[config.mk]
export PLATFORM = sky130hd
export DESIGN_NAME = seg7_scan_flat
export DESIGN_NICKNAME = d
export VERILOG_FILES = /design/src/rtl/seg7_scan_if.sv /design/src/rtl/seg7_scan.sv /design/src/flat_wrapper.sv
export SDC_FILE = /design/constraint.sdc
export NUM_CORES = 1
export LEC_CHECK = 0
export BUFFER_PORTS_ARGS = -buffer_cell sky130_fd_sc_hd__buf_2
export CAP_MARGIN = 5
export CORE_MARGIN = 2
export CORE_UTILIZATION = 45
export DETAILED_ROUTE_END_ITERATION = 10
export PLACE_DENSITY = 0.63
export RECOVER_POWER = 25
export SKIP_CTS_REPAIR_TIMING = 1
export SLEW_MARGIN = 10
export SYNTH_ARGS = -nofsm -noshare
export SYNTH_HDL_FRONTEND = slang
export SYNTH_SLANG_ARGS = --single-unit
[constraint.sdc]
create_clock -name clk -period 2.4 [get_ports clk]
set_clock_uncertainty 0.1 [all_clocks]
set_input_delay 0.24 -clock clk [delete_from_list [all_inputs] [get_ports clk]]
set_output_delay 0.24 -clock clk [all_outputs]
set_load 0.005 [all_outputs]
[src/rtl/seg7_scan_if.sv]
// Bundle between user logic and the seg7_scan display driver.
// master = user side (drives load/value/dp_in), slave = the driver itself.
interface seg7_scan_if #(
    parameter int DIGITS = 4
);
    logic                  load;
    logic [4*DIGITS-1:0]   value;
    logic [DIGITS-1:0]     dp_in;
    logic [6:0]            segments;
    logic                  dp;
    logic [DIGITS-1:0]     digit_en;
    logic                  frame_done;

    modport master (
        output load, value, dp_in,
        input  segments, dp, digit_en, frame_done
    );

    modport slave (
        input  load, value, dp_in,
        output segments, dp, digit_en, frame_done
    );
endinterface

[src/rtl/seg7_scan.sv]
// Time-multiplexed, double-buffered hex 7-segment scanner with ghost blanking.
// Optional leading-zero blanking is enabled by defining SEG7_SCAN_LZ_BLANK_EN.
module seg7_scan #(
    parameter int DIGITS     = 4,
    parameter int SCAN_DIV   = 1024,
    parameter int ACTIVE_LOW = 0
) (
    input  logic        clk,
    input  logic        rst_n,
    seg7_scan_if.slave  bus
);
    localparam int   CW  = $clog2(SCAN_DIV);
    localparam int   IW  = (DIGITS > 1) ? $clog2(DIGITS) : 1;
    localparam logic POL = (ACTIVE_LOW != 0);

    logic [CW-1:0]         scan_cnt_q,   scan_cnt_d;
    logic [IW-1:0]         digit_idx_q,  digit_idx_d;
    logic [4*DIGITS-1:0]   disp_val_q,   disp_val_d;
    logic [DIGITS-1:0]     disp_dp_q,    disp_dp_d;
    logic [4*DIGITS-1:0]   shadow_val_q, shadow_val_d;
    logic [DIGITS-1:0]     shadow_dp_q,  shadow_dp_d;
    logic                  pending_q,    pending_d;
    logic [6:0]            segments_q,   segments_d;
    logic                  dp_q,         dp_d;
    logic [DIGITS-1:0]     digit_en_q,   digit_en_d;
    logic                  frame_done_q, frame_done_d;

    logic                  scan_last, idx_last, frame_end;
    logic [3:0]            cur_nib;
    logic                  cur_dp, cur_blank;
    logic [6:0]            dec;
    logic [DIGITS-1:0]     en_raw;
    logic [DIGITS-1:0]     lz_blank;

`ifdef SEG7_SCAN_LZ_BLANK_EN
    // A digit goes dark when it and every more-significant nibble are zero.
    genvar gi;
    for (gi = 0; gi < DIGITS; gi++) begin : g_lz
        if (gi == 0) begin : g_lsd
            assign lz_blank[gi] = 1'b0;
        end else begin : g_upper
            assign lz_blank[gi] = ~|disp_val_q[4*DIGITS-1:4*gi];
        end
    end
`else
    assign lz_blank = '0;
`endif

    always_comb begin
        scan_last   = (scan_cnt_q == CW'(SCAN_DIV - 1));
        idx_last    = (digit_idx_q == IW'(DIGITS - 1));
        frame_end   = scan_last && idx_last;

        scan_cnt_d  = scan_last ? '0 : scan_cnt_q + CW'(1);
        digit_idx_d = digit_idx_q;
        if (scan_last) begin
            digit_idx_d = idx_last ? '0 : digit_idx_q + IW'(1);
        end

        disp_val_d   = disp_val_q;
        disp_dp_d    = disp_dp_q;
        shadow_val_d = shadow_val_q;
        shadow_dp_d  = shadow_dp_q;
        pending_d    = pending_q;
        if (frame_end) begin
            // A load landing on the frame boundary bypasses the shadow.
            if (bus.load) begin
                disp_val_d = bus.value;
                disp_dp_d  = bus.dp_in;
                pending_d  = 1'b0;
            end else if (pending_q) begin
                disp_val_d = shadow_val_q;
                disp_dp_d  = shadow_dp_q;
                pending_d  = 1'b0;
            end
        end else if (bus.load) begin
            shadow_val_d = bus.value;
            shadow_dp_d  = bus.dp_in;
            pending_d    = 1'b1;
        end
    end

    always_comb begin
        cur_nib   = '0;
        cur_dp    = 1'b0;
        cur_blank = 1'b0;
        en_raw    = '0;
        for (int k = 0; k < DIGITS; k++) begin
            if (digit_idx_q == IW'(k)) begin
                cur_nib   = disp_val_q[4*k +: 4];
                cur_dp    = disp_dp_q[k];
                cur_blank = lz_blank[k];
                en_raw[k] = (scan_cnt_q != '0);
            end
        end
    end

    always_comb begin
        dec = '0;
        case (cur_nib)
            4'h0: dec = 7'b0111111;
            4'h1: dec = 7'b0000110;
            4'h2: dec = 7'b1011011;
            4'h3: dec = 7'b1001111;
            4'h4: dec = 7'b1100110;
            4'h5: dec = 7'b1101101;
            4'h6: dec = 7'b1111101;
            4'h7: dec = 7'b0000111;
            4'h8: dec = 7'b1111111;
            4'h9: dec = 7'b1100111;
            4'hA: dec = 7'b1110111;
            4'hB: dec = 7'b1111100;
            4'hC: dec = 7'b0111001;
            4'hD: dec = 7'b1011110;
            4'hE: dec = 7'b1111001;
            default: dec = 7'b1110001;
        endcase
    end

    always_comb begin
        segments_d   = (cur_blank ? 7'b0 : dec) ^ {7{POL}};
        dp_d         = cur_dp ^ POL;
        digit_en_d   = en_raw ^ {DIGITS{POL}};
        frame_done_d = frame_end;
    end

    always_ff @(posedge clk) begin
        if (!rst_n) begin
            scan_cnt_q   <= '0;
            digit_idx_q  <= '0;
            disp_val_q   <= '0;
            disp_dp_q    <= '0;
            shadow_val_q <= '0;
            shadow_dp_q  <= '0;
            pending_q    <= 1'b0;
            segments_q   <= {7{POL}};
            dp_q         <= POL;
            digit_en_q   <= {DIGITS{POL}};
            frame_done_q <= 1'b0;
        end else begin
            scan_cnt_q   <= scan_cnt_d;
            digit_idx_q  <= digit_idx_d;
            disp_val_q   <= disp_val_d;
            disp_dp_q    <= disp_dp_d;
            shadow_val_q <= shadow_val_d;
            shadow_dp_q  <= shadow_dp_d;
            pending_q    <= pending_d;
            segments_q   <= segments_d;
            dp_q         <= dp_d;
            digit_en_q   <= digit_en_d;
            frame_done_q <= frame_done_d;
        end
    end

    assign bus.segments   = segments_q;
    assign bus.dp         = dp_q;
    assign bus.digit_en   = digit_en_q;
    assign bus.frame_done = frame_done_q;
endmodule

[src/flat_wrapper.sv]
// flat-port wrapper written by rule: the top's interface ports become plain ports
module seg7_scan_flat 
#(
    parameter int DIGITS     = 4,
    parameter int SCAN_DIV   = 1024,
    parameter int ACTIVE_LOW = 0
)
  (clk, rst_n, bus_load, bus_value, bus_dp_in, bus_segments, bus_dp, bus_digit_en, bus_frame_done);
  seg7_scan_if #(.DIGITS(DIGITS)) bus_i ();
  input  logic clk;
  input  logic rst_n;
  input wire logic [$bits(bus_i.load)-1:0] bus_load;
  input wire logic [$bits(bus_i.value)-1:0] bus_value;
  input wire logic [$bits(bus_i.dp_in)-1:0] bus_dp_in;
  output wire logic [$bits(bus_i.segments)-1:0] bus_segments;
  output wire logic [$bits(bus_i.dp)-1:0] bus_dp;
  output wire logic [$bits(bus_i.digit_en)-1:0] bus_digit_en;
  output wire logic [$bits(bus_i.frame_done)-1:0] bus_frame_done;
  assign bus_i.load = bus_load;
  assign bus_i.value = bus_value;
  assign bus_i.dp_in = bus_dp_in;
  assign bus_segments = bus_i.segments;
  assign bus_dp = bus_i.dp;
  assign bus_digit_en = bus_i.digit_en;
  assign bus_frame_done = bus_i.frame_done;
  seg7_scan #(.DIGITS(DIGITS), .SCAN_DIV(SCAN_DIV), .ACTIVE_LOW(ACTIVE_LOW)) u_core (.clk(clk), .rst_n(rst_n), .bus(bus_i));
endmodule
==> results of run 1 <==
## worst max-delay path: cells and delay by family (launching register included)
kind,cells,cell delay [ns]
DFF,1,0.39
adders and majority gates,1,0.29
buffers and inverters,1,0.08
AOI/OAI and AO/OA,3,0.90
muxes,1,0.37
## logic make-up after synthesis
family | share of synthesized area
buf+inv | 0.0566
xor+xnor | 0.0195
simple gates | 0.183
flops | 0.421
mux | 0.0801
fa+ha+maj | 0.0518
compound gates | 0.188
## power groups by stage
stage / logic [mW] / registers, mW / clock network, mW
2_1_floorplan: 0.0963 / 1.17 / 0
3_3_place_gp: 0.149 / 1.17 / 0
3_5_place_dp: 0.151 / 1.17 / 0
4_1_cts: 0.151 / 1.14 / 0.919
5_1_grt: 0.166 / 1.15 / 0.964
6_report: 0.147 / 1.14 / 0.892
## worst min-delay path by stage
stage / start / end / slack, ns
after global placement: u_core.shadow_dp_q[3] / u_core.shadow_dp_q[3] / 0.34
final: bus_value[2] / u_core.shadow_val_q[2] / 0.02
after detailed placement: u_core.shadow_dp_q[3] / u_core.shadow_dp_q[3] / 0.35
after floorplan: bus_dp_in[0] / u_core.shadow_dp_q[0] / 0.27
after global routing: bus_value[5] / u_core.shadow_val_q[5] / 0.02
after CTS: bus_value[2] / u_core.shadow_val_q[2] / 0.008
## sequential cells by signal, summed over array words and instances, names as in the netlist
name / flops
u_core.bus.frame_done: 1
u_core.disp_val_q: 16
u_core.bus.segments: 7
u_core.shadow_val_q: 16
u_core.disp_dp_q: 4
u_core.bus.dp: 1
u_core.shadow_dp_q: 4
u_core.scan_cnt_q: 10
u_core.bus.digit_en: 4
u_core.pending_q: 1
u_core.digit_idx_q: 2
## cells in the final DEF, fill, tap and decap left out, types with 3 or more instances in the layout
cell and n:
a211oi_1 4, a211oi_2 21, a21oi_1 10, and2_0 4, and3_1 4, and4_1 3, buf_2 28, buf_4 11
clkbuf_1 10, clkbuf_8 10, dfxtp_1 66, ha_1 10, inv_1 9, mux2i_1 24, nand2_1 32, nand2b_1 4
nand3_1 24, nand3b_1 3, nor2_1 37, nor3_1 3, nor3b_1 3, o21ai_0 22, xnor2_1 3, xor2_1 4
## synthesized netlist by cell type (5+ instances only)
library cell and instances:
nand3_1 24, dfxtp_1 66, nor2_1 37, a211oi_2 21, ha_1 13, inv_1 9, and2_1 5, nand2_1 32
buf_4 5, mux2i_1 24, clkbuf_1 10, a21oi_1 10, o21ai_0 22, buf_2 5
## cell type report
cell class	instances	area (um^2)
Tap cell	80	100
Inverter	9	33.8
Clock buffer	12	145
Fill cell	637	3190
Timing Repair Buffer	47	253
Multi-Input combinational cell	240	1670
Sequential cell	66	1320
Clock inverter	3	40.0
## layer usage
layer / up-vias / routed length (um)
met5: - / 0
met4: 0 / 60
met3: 8 / 214
met2: 35 / 2880
met1: 1105 / 3090
li1: 1259 / -
## per-stage QoR
| stage | hold slack (ns) | util | total power [mW] |
|---|---|---|---|
| 6_report | 0.0231 | 0.527 | 2.18 |
| 5_1_grt | 0.0198 | 0.527 | 2.28 |
| 4_1_cts | 0.00823 | 0.525 | 2.21 |
| 3_5_place_dp | 0.346 | 0.498 | 1.32 |
| 3_3_place_gp | 0.335 | 0.498 | 1.32 |
| 2_1_floorplan | 0.270 | - | 1.26 |
==> results by group, run 1 <==
Power
  – Net load switching power: between 0.4 and 0.5 mW
  – Logic pwr share: 0.067
  – Power Internal: around 1.7 mW
  – PwrDens: 613 nW/um^2
  – Lkg Pwr: ~1.4 nW
  – Net Sw Frac: 0.227
  – Max VDD drop: roughly 340 uV
  – Flop pwr share: 0.524
  – Clock Power Share: 0.409

Critical path
  – Crit path largest cell delay: between 0.4 and 0.5 ns
  – WP data required: 2.57 ns
  – Reg2reg end: u_core.bus.segments[4]
  – WP data arrival: roughly 2.4 ns
  – Setup CP Type: reg -> reg
  – Critical-path cell list: inv_1, ha_1, a211oi_1, a211o_1, mux2_2, a21oi_1
  – Worst R2R Setup Slack: around 0.18 ns
  – CP endpoint: u_core.bus.segments[4]
  – FF-to-FF path depth: 6
  – Startpoint types: flop
  – CP endpoint kind: flop
  – Critical path's slowest cell: a211oi_1
  – Setup crit start: u_core.digit_idx_q[1]
  – Worst-path fanout max: 11
  – Worst flop-to-flop path startpoint: u_core.digit_idx_q[1]

STA
  – Final setup violation count: 0
  – Final min period: about 2.2 ns
  – Max_slew headroom: 0.646
  – Worst-Margin Slew: around 0.53 ns
  – Fin worst setup slack: 0.183 ns
  – Setup TNS: 0 ns
  – Maximum clock rate: approximately 450 MHz
  – Final Hold Violating Endpoints: 0
  – Max Slew Vio Count: 0
  – Period utilization: 0.924
  – RSZ-0062 raised after global routing: false

GRT
  – Met3 global-route usage: 0.0566
  – Number of global-route vias before repair: 2,257
  – Gr usage total: 0.175
  – Remaining global-route overflow: 0
  – GR peak layer: met2
  – M1 GR Usage: 0.230
  – Largest net degree at the start of global routing: 47
  – Initial antenna violation count: 0
  – Met2 GRT Util: 0.275
  – First-pass GRT wire length: 10.4 mm

Detailed routing
  – Routed vias/inst: 5.27
  – Antenna Nets Post-Route: 0
  – Initial drt markers: 89
  – Post-DR wirelength/cell: approximately 14 um
  – First-pass iteration count of the detailed router: 4
  – DR DRC count: 0
  – Post-Route WL: 6.25 mm
  – Vias: about 2,400

Yosys
  – FF+latch count, synth: 66
  – Synth cell types: 41
  – Sequential area share after synthesis: 0.421
  – Cell taking the most area after synthesis: dfxtp_1
  – Synth Cell Area: ~3100 um^2
  – Syn avg cell area: 9.24 um^2
  – Top cells by area, synth: dfxtp_1, a211oi_2, mux2i_1
  – Syn Nets: 376
  – Main synth FF type: dfxtp_1
  – Synth top area share: 0.421
  – Cells after Synth: 340
  – Yosys warning count: 0
  – Post-synthesis async set-or-reset flop share: 0
  – EDFF count, synth: 0

Place
  – DP Wirelength: ~4.3 mm
  – Area post-placement: 3360 um^2
  – Gpl congestion: 0.761
  – I/O Buffers: 35
  – Setup WS pre-CTS: between 0.1 and 0.15 ns
  – Inst Count DP: between 400 and 500

Clock network
  – Root buf cell: clkbuf_8
  – Clock latency on the worst-skew pair: 0.34 ns
  – Clock buffer depth: 2
  – # clock sinks: 66
  – CTS clock-pin slew for the worst setup and hold paths: ~0.070 ns
  – Total CTS buffers: 9
  – CTS tree: built
  – H-tree levels: 3

Hold path
  – Worst hold stages: 3
  – Hold Path Class: in -> reg

Floorplan
  – Starting Density: 0.465
  – Core area: roughly 6800 um^2
  – Num rows: 30
  – I/O pin total: 36
  – Die W: between 80 and 90 um
  – Die Y: between 80 and 90 um
  – Die area: around 7700 um^2

Layout
  – Post-route cell area: ~3600 um^2
  – Area Growth Syn to Fin: 13.5%
  – ANT cells: 0
  – Post-Layout Cell Count: ~460
  – Nets@finish: between 400 and 500
  – Layout cell share with drive strength beyond 1: 0.215

Flow run
  – Max-cap violation count: 0

Run status
  – Status: finished clean
Power figures use the tool's default switching activity.
==> run 2: changes to the inputs <==
Settings changed: BUFFER_PORTS_ARGS -buffer_cell sky130_fd_sc_hd__buf_2 to -buffer_cell sky130_fd_sc_hd__buf_4.
==> run 2 against run 1 <==
Against the previous run: die area unchanged; register-to-register slack improved by 0.02 ns; final cell count decreased by 0.22%; combinational power increased by 9.5%; largest power group unchanged; flip-flop and latch count unchanged; critical path depth increased by 4; non-clock buffer count decreased by 2.
==> results by group, run 2 (same netlist as run 1, synthesis figures left out) <==
Detailed routing
  – Antenna Nets Post-Route: 0 (unchanged)
  – Routed vias/inst: 5.38 (was 5.27)
  – Post-Route WL: 6.36 mm (was 6.25 mm)
  – First-pass iteration count of the detailed router: 4 (unchanged)
  – Met3 routed WL: 252 um (was 214 um)
  – Wire length on met1: 3.05 mm (was 3.09 mm)
  – Initial drt markers: 107 (was 89)
  – DR DRC count: 0 (unchanged)
  – Vias: 2,455 (was 2,407)
  – Post-DR wirelength/cell: 13.9 um (was 13.7 um)
  – Top sig layer: met4 (unchanged)
  – Wire length on met2: 2.94 mm (was 2.88 mm)

Power
  – Clock Power Share: 0.420 (was 0.409)
  – PwrDens: 617 nW/um^2 (was 613 nW/um^2)
  – Lkg Pwr: 1.40 nW (was 1.36 nW)
  – Flop pwr share: 0.509 (was 0.524)
  – Total power: 2.25 mW (was 2.18 mW)
  – Net Sw Frac: 0.229 (was 0.227)
  – Max VDD drop: 353 uV (was 339 uV)
  – Net load switching power: 0.516 mW (was 0.496 mW)
  – Logic pwr share: 0.072 (was 0.067)
  – Power Internal: 1.73 mW (was 1.69 mW)

STA
  – Maximum clock rate: 454 MHz (was 451 MHz)
  – Setup TNS: 0 ns (unchanged)
  – Final min period: 2.20 ns (was 2.22 ns)
  – Final setup violation count: 0 (unchanged)
  – Max Slew Vio Count: 0 (unchanged)
  – Worst-Margin Slew: 0.527 ns (was 0.530 ns)
  – Max_slew headroom: 0.649 (was 0.646)
  – RSZ-0062 raised after global routing: false (unchanged)
  – Final Hold Violating Endpoints: 0 (unchanged)
  – Period utilization: 0.917 (was 0.924)

Critical path
  – WP data required: 2.57 ns (about the same)
  – Worst-path fanout max: 11 (unchanged)
  – Startpoint types: flop (unchanged)
  – WP data arrival: 2.38 ns (was 2.39 ns)
  – CP endpoint kind: flop (unchanged)
  – Setup CP Type: reg -> reg (unchanged)

Layout
  – Nets@finish: 407 (was 409)
  – Most frequent cells in the layout: dfxtp_1, nor2_1, nand2_1 (unchanged)
  – Post-route cell area: 3650 um^2 (was 3560 um^2)
  – Largest regs: u_core.disp_val_q: 16 flops, u_core.shadow_val_q: 16 flops, u_core.scan_cnt_q: 10 flops (unchanged)
  – Most common cell after layout, fill and taps aside: dfxtp_1 (unchanged)
  – ANT cells: 0 (unchanged)
  – Layout cell share with drive strength beyond 1: 0.231 (was 0.215)
  – Area Growth Syn to Fin: 16.2% (was 13.5%)

Clock network
  – Clock buffer depth: 2 (unchanged)
  – # clock sinks: 66 (unchanged)
  – CTS clock-pin slew for the worst setup and hold paths: 0.07 ns (about the same)
  – Clock latency on the worst-skew pair: 0.34 ns (about the same)
  – Root buf cell: clkbuf_8 (unchanged)
  – CTS tree: built (unchanged)
  – H-tree levels: 3 (unchanged)
  – Total CTS buffers: 9 (unchanged)

Floorplan
  – Core area: 6760 um^2 (unchanged)
  – Die Y: 87.5 um (unchanged)
  – Die area: 7660 um^2 (unchanged)
  – I/O pin total: 36 (unchanged)
  – Starting Density: 0.465 (unchanged)
  – Num rows: 30 (unchanged)
  – Die W: 87.5 um (unchanged)

Hold path
  – Hold Path Class: in -> reg (unchanged)

GRT
  – First-pass GRT wire length: 10.9 mm (was 10.4 mm)
  – Number of global-route vias before repair: 2,387 (was 2,257)
  – Remaining global-route overflow: 0 (unchanged)
  – Initial antenna violation count: 0 (unchanged)
  – Gr usage total: 0.183 (was 0.175)
  – Largest net degree at the start of global routing: 47 (unchanged)

Place
  – DP Wirelength: 4.27 mm (was 4.31 mm)
  – Area post-placement: 3430 um^2 (was 3360 um^2)
  – Gpl congestion: 0.728 (was 0.761)
  – I/O Buffers: 35 (unchanged)

Run status
  – Status: finished clean (unchanged)

Flow run
  – Max-cap violation count: 0 (unchanged)
run 2: worst paths after layout:
kind	startpoint	endpoint	slack (ns)	cells after the start
setup / recovery	u_core.digit_idx_q[1]	u_core.bus.segments[3]	0.20	10
hold / removal	bus_value[5]	u_core.shadow_val_q[5]	0.02	3
setup reg to reg	u_core.digit_idx_q[1]	u_core.bus.segments[3]	0.20	10
hold reg to reg	u_core.shadow_val_q[4]	u_core.shadow_val_q[4]	0.35	2
run 2: metrics by stage:
stage | utilization | hold WS [ns] | std cells | setup slack, ns
2_1_floorplan | - | 0.270 | 340 | 0.0410
3_3_place_gp | 0.508 | 0.335 | 440 | 0.219
3_5_place_dp | 0.508 | 0.341 | 440 | 0.142
4_1_cts | 0.539 | 0.00100 | 456 | 0.121
5_1_grt | 0.540 | 0.0191 | 456 | 0.0389
6_report | 0.540 | 0.0189 | 456 | 0.198
run 2: layout make-up:
| cell class | instances | area [um^2] |
|---|---|---|
| fill | 633 | 3110 |
| multi-input combinational | 240 | 1660 |
| sequential | 66 | 1320 |
| timing repair buffer | 45 | 330 |
| clock buffer | 12 | 155 |
| tap | 80 | 100 |
| clock inverter | 4 | 50.0 |
| inverter | 9 | 33.8 |
run 2: power groups by stage:
stage,clock network (mW),logic [mW],registers [mW]
after CTS,0.975,0.164,1.14
after global routing,1.02,0.181,1.15
after floorplan,0,0.0963,1.17
after detailed placement,0,0.163,1.17
final,0.945,0.161,1.14
after global placement,0,0.161,1.17
run 2: layer usage:
layer | up-vias | GRT usage
li1 | 1248 | -
met1 | 1159 | 0.228
met2 | 36 | 0.290
met3 | 12 | 0.0547
met4 | 0 | 0.0895
met5 | - | 0
run 2: worst max-delay path, stage by stage (launching register included):
cell and delay, ns:
dfxtp_1 0.39, inv_1 0.08, ha_1 0.30, nand2_1 0.11, o211ai_1 0.10, o311ai_1 0.14
inv_1 0.15, ha_1 0.37, mux2i_1 0.20, nand2b_1 0.08, a21oi_1 0.13
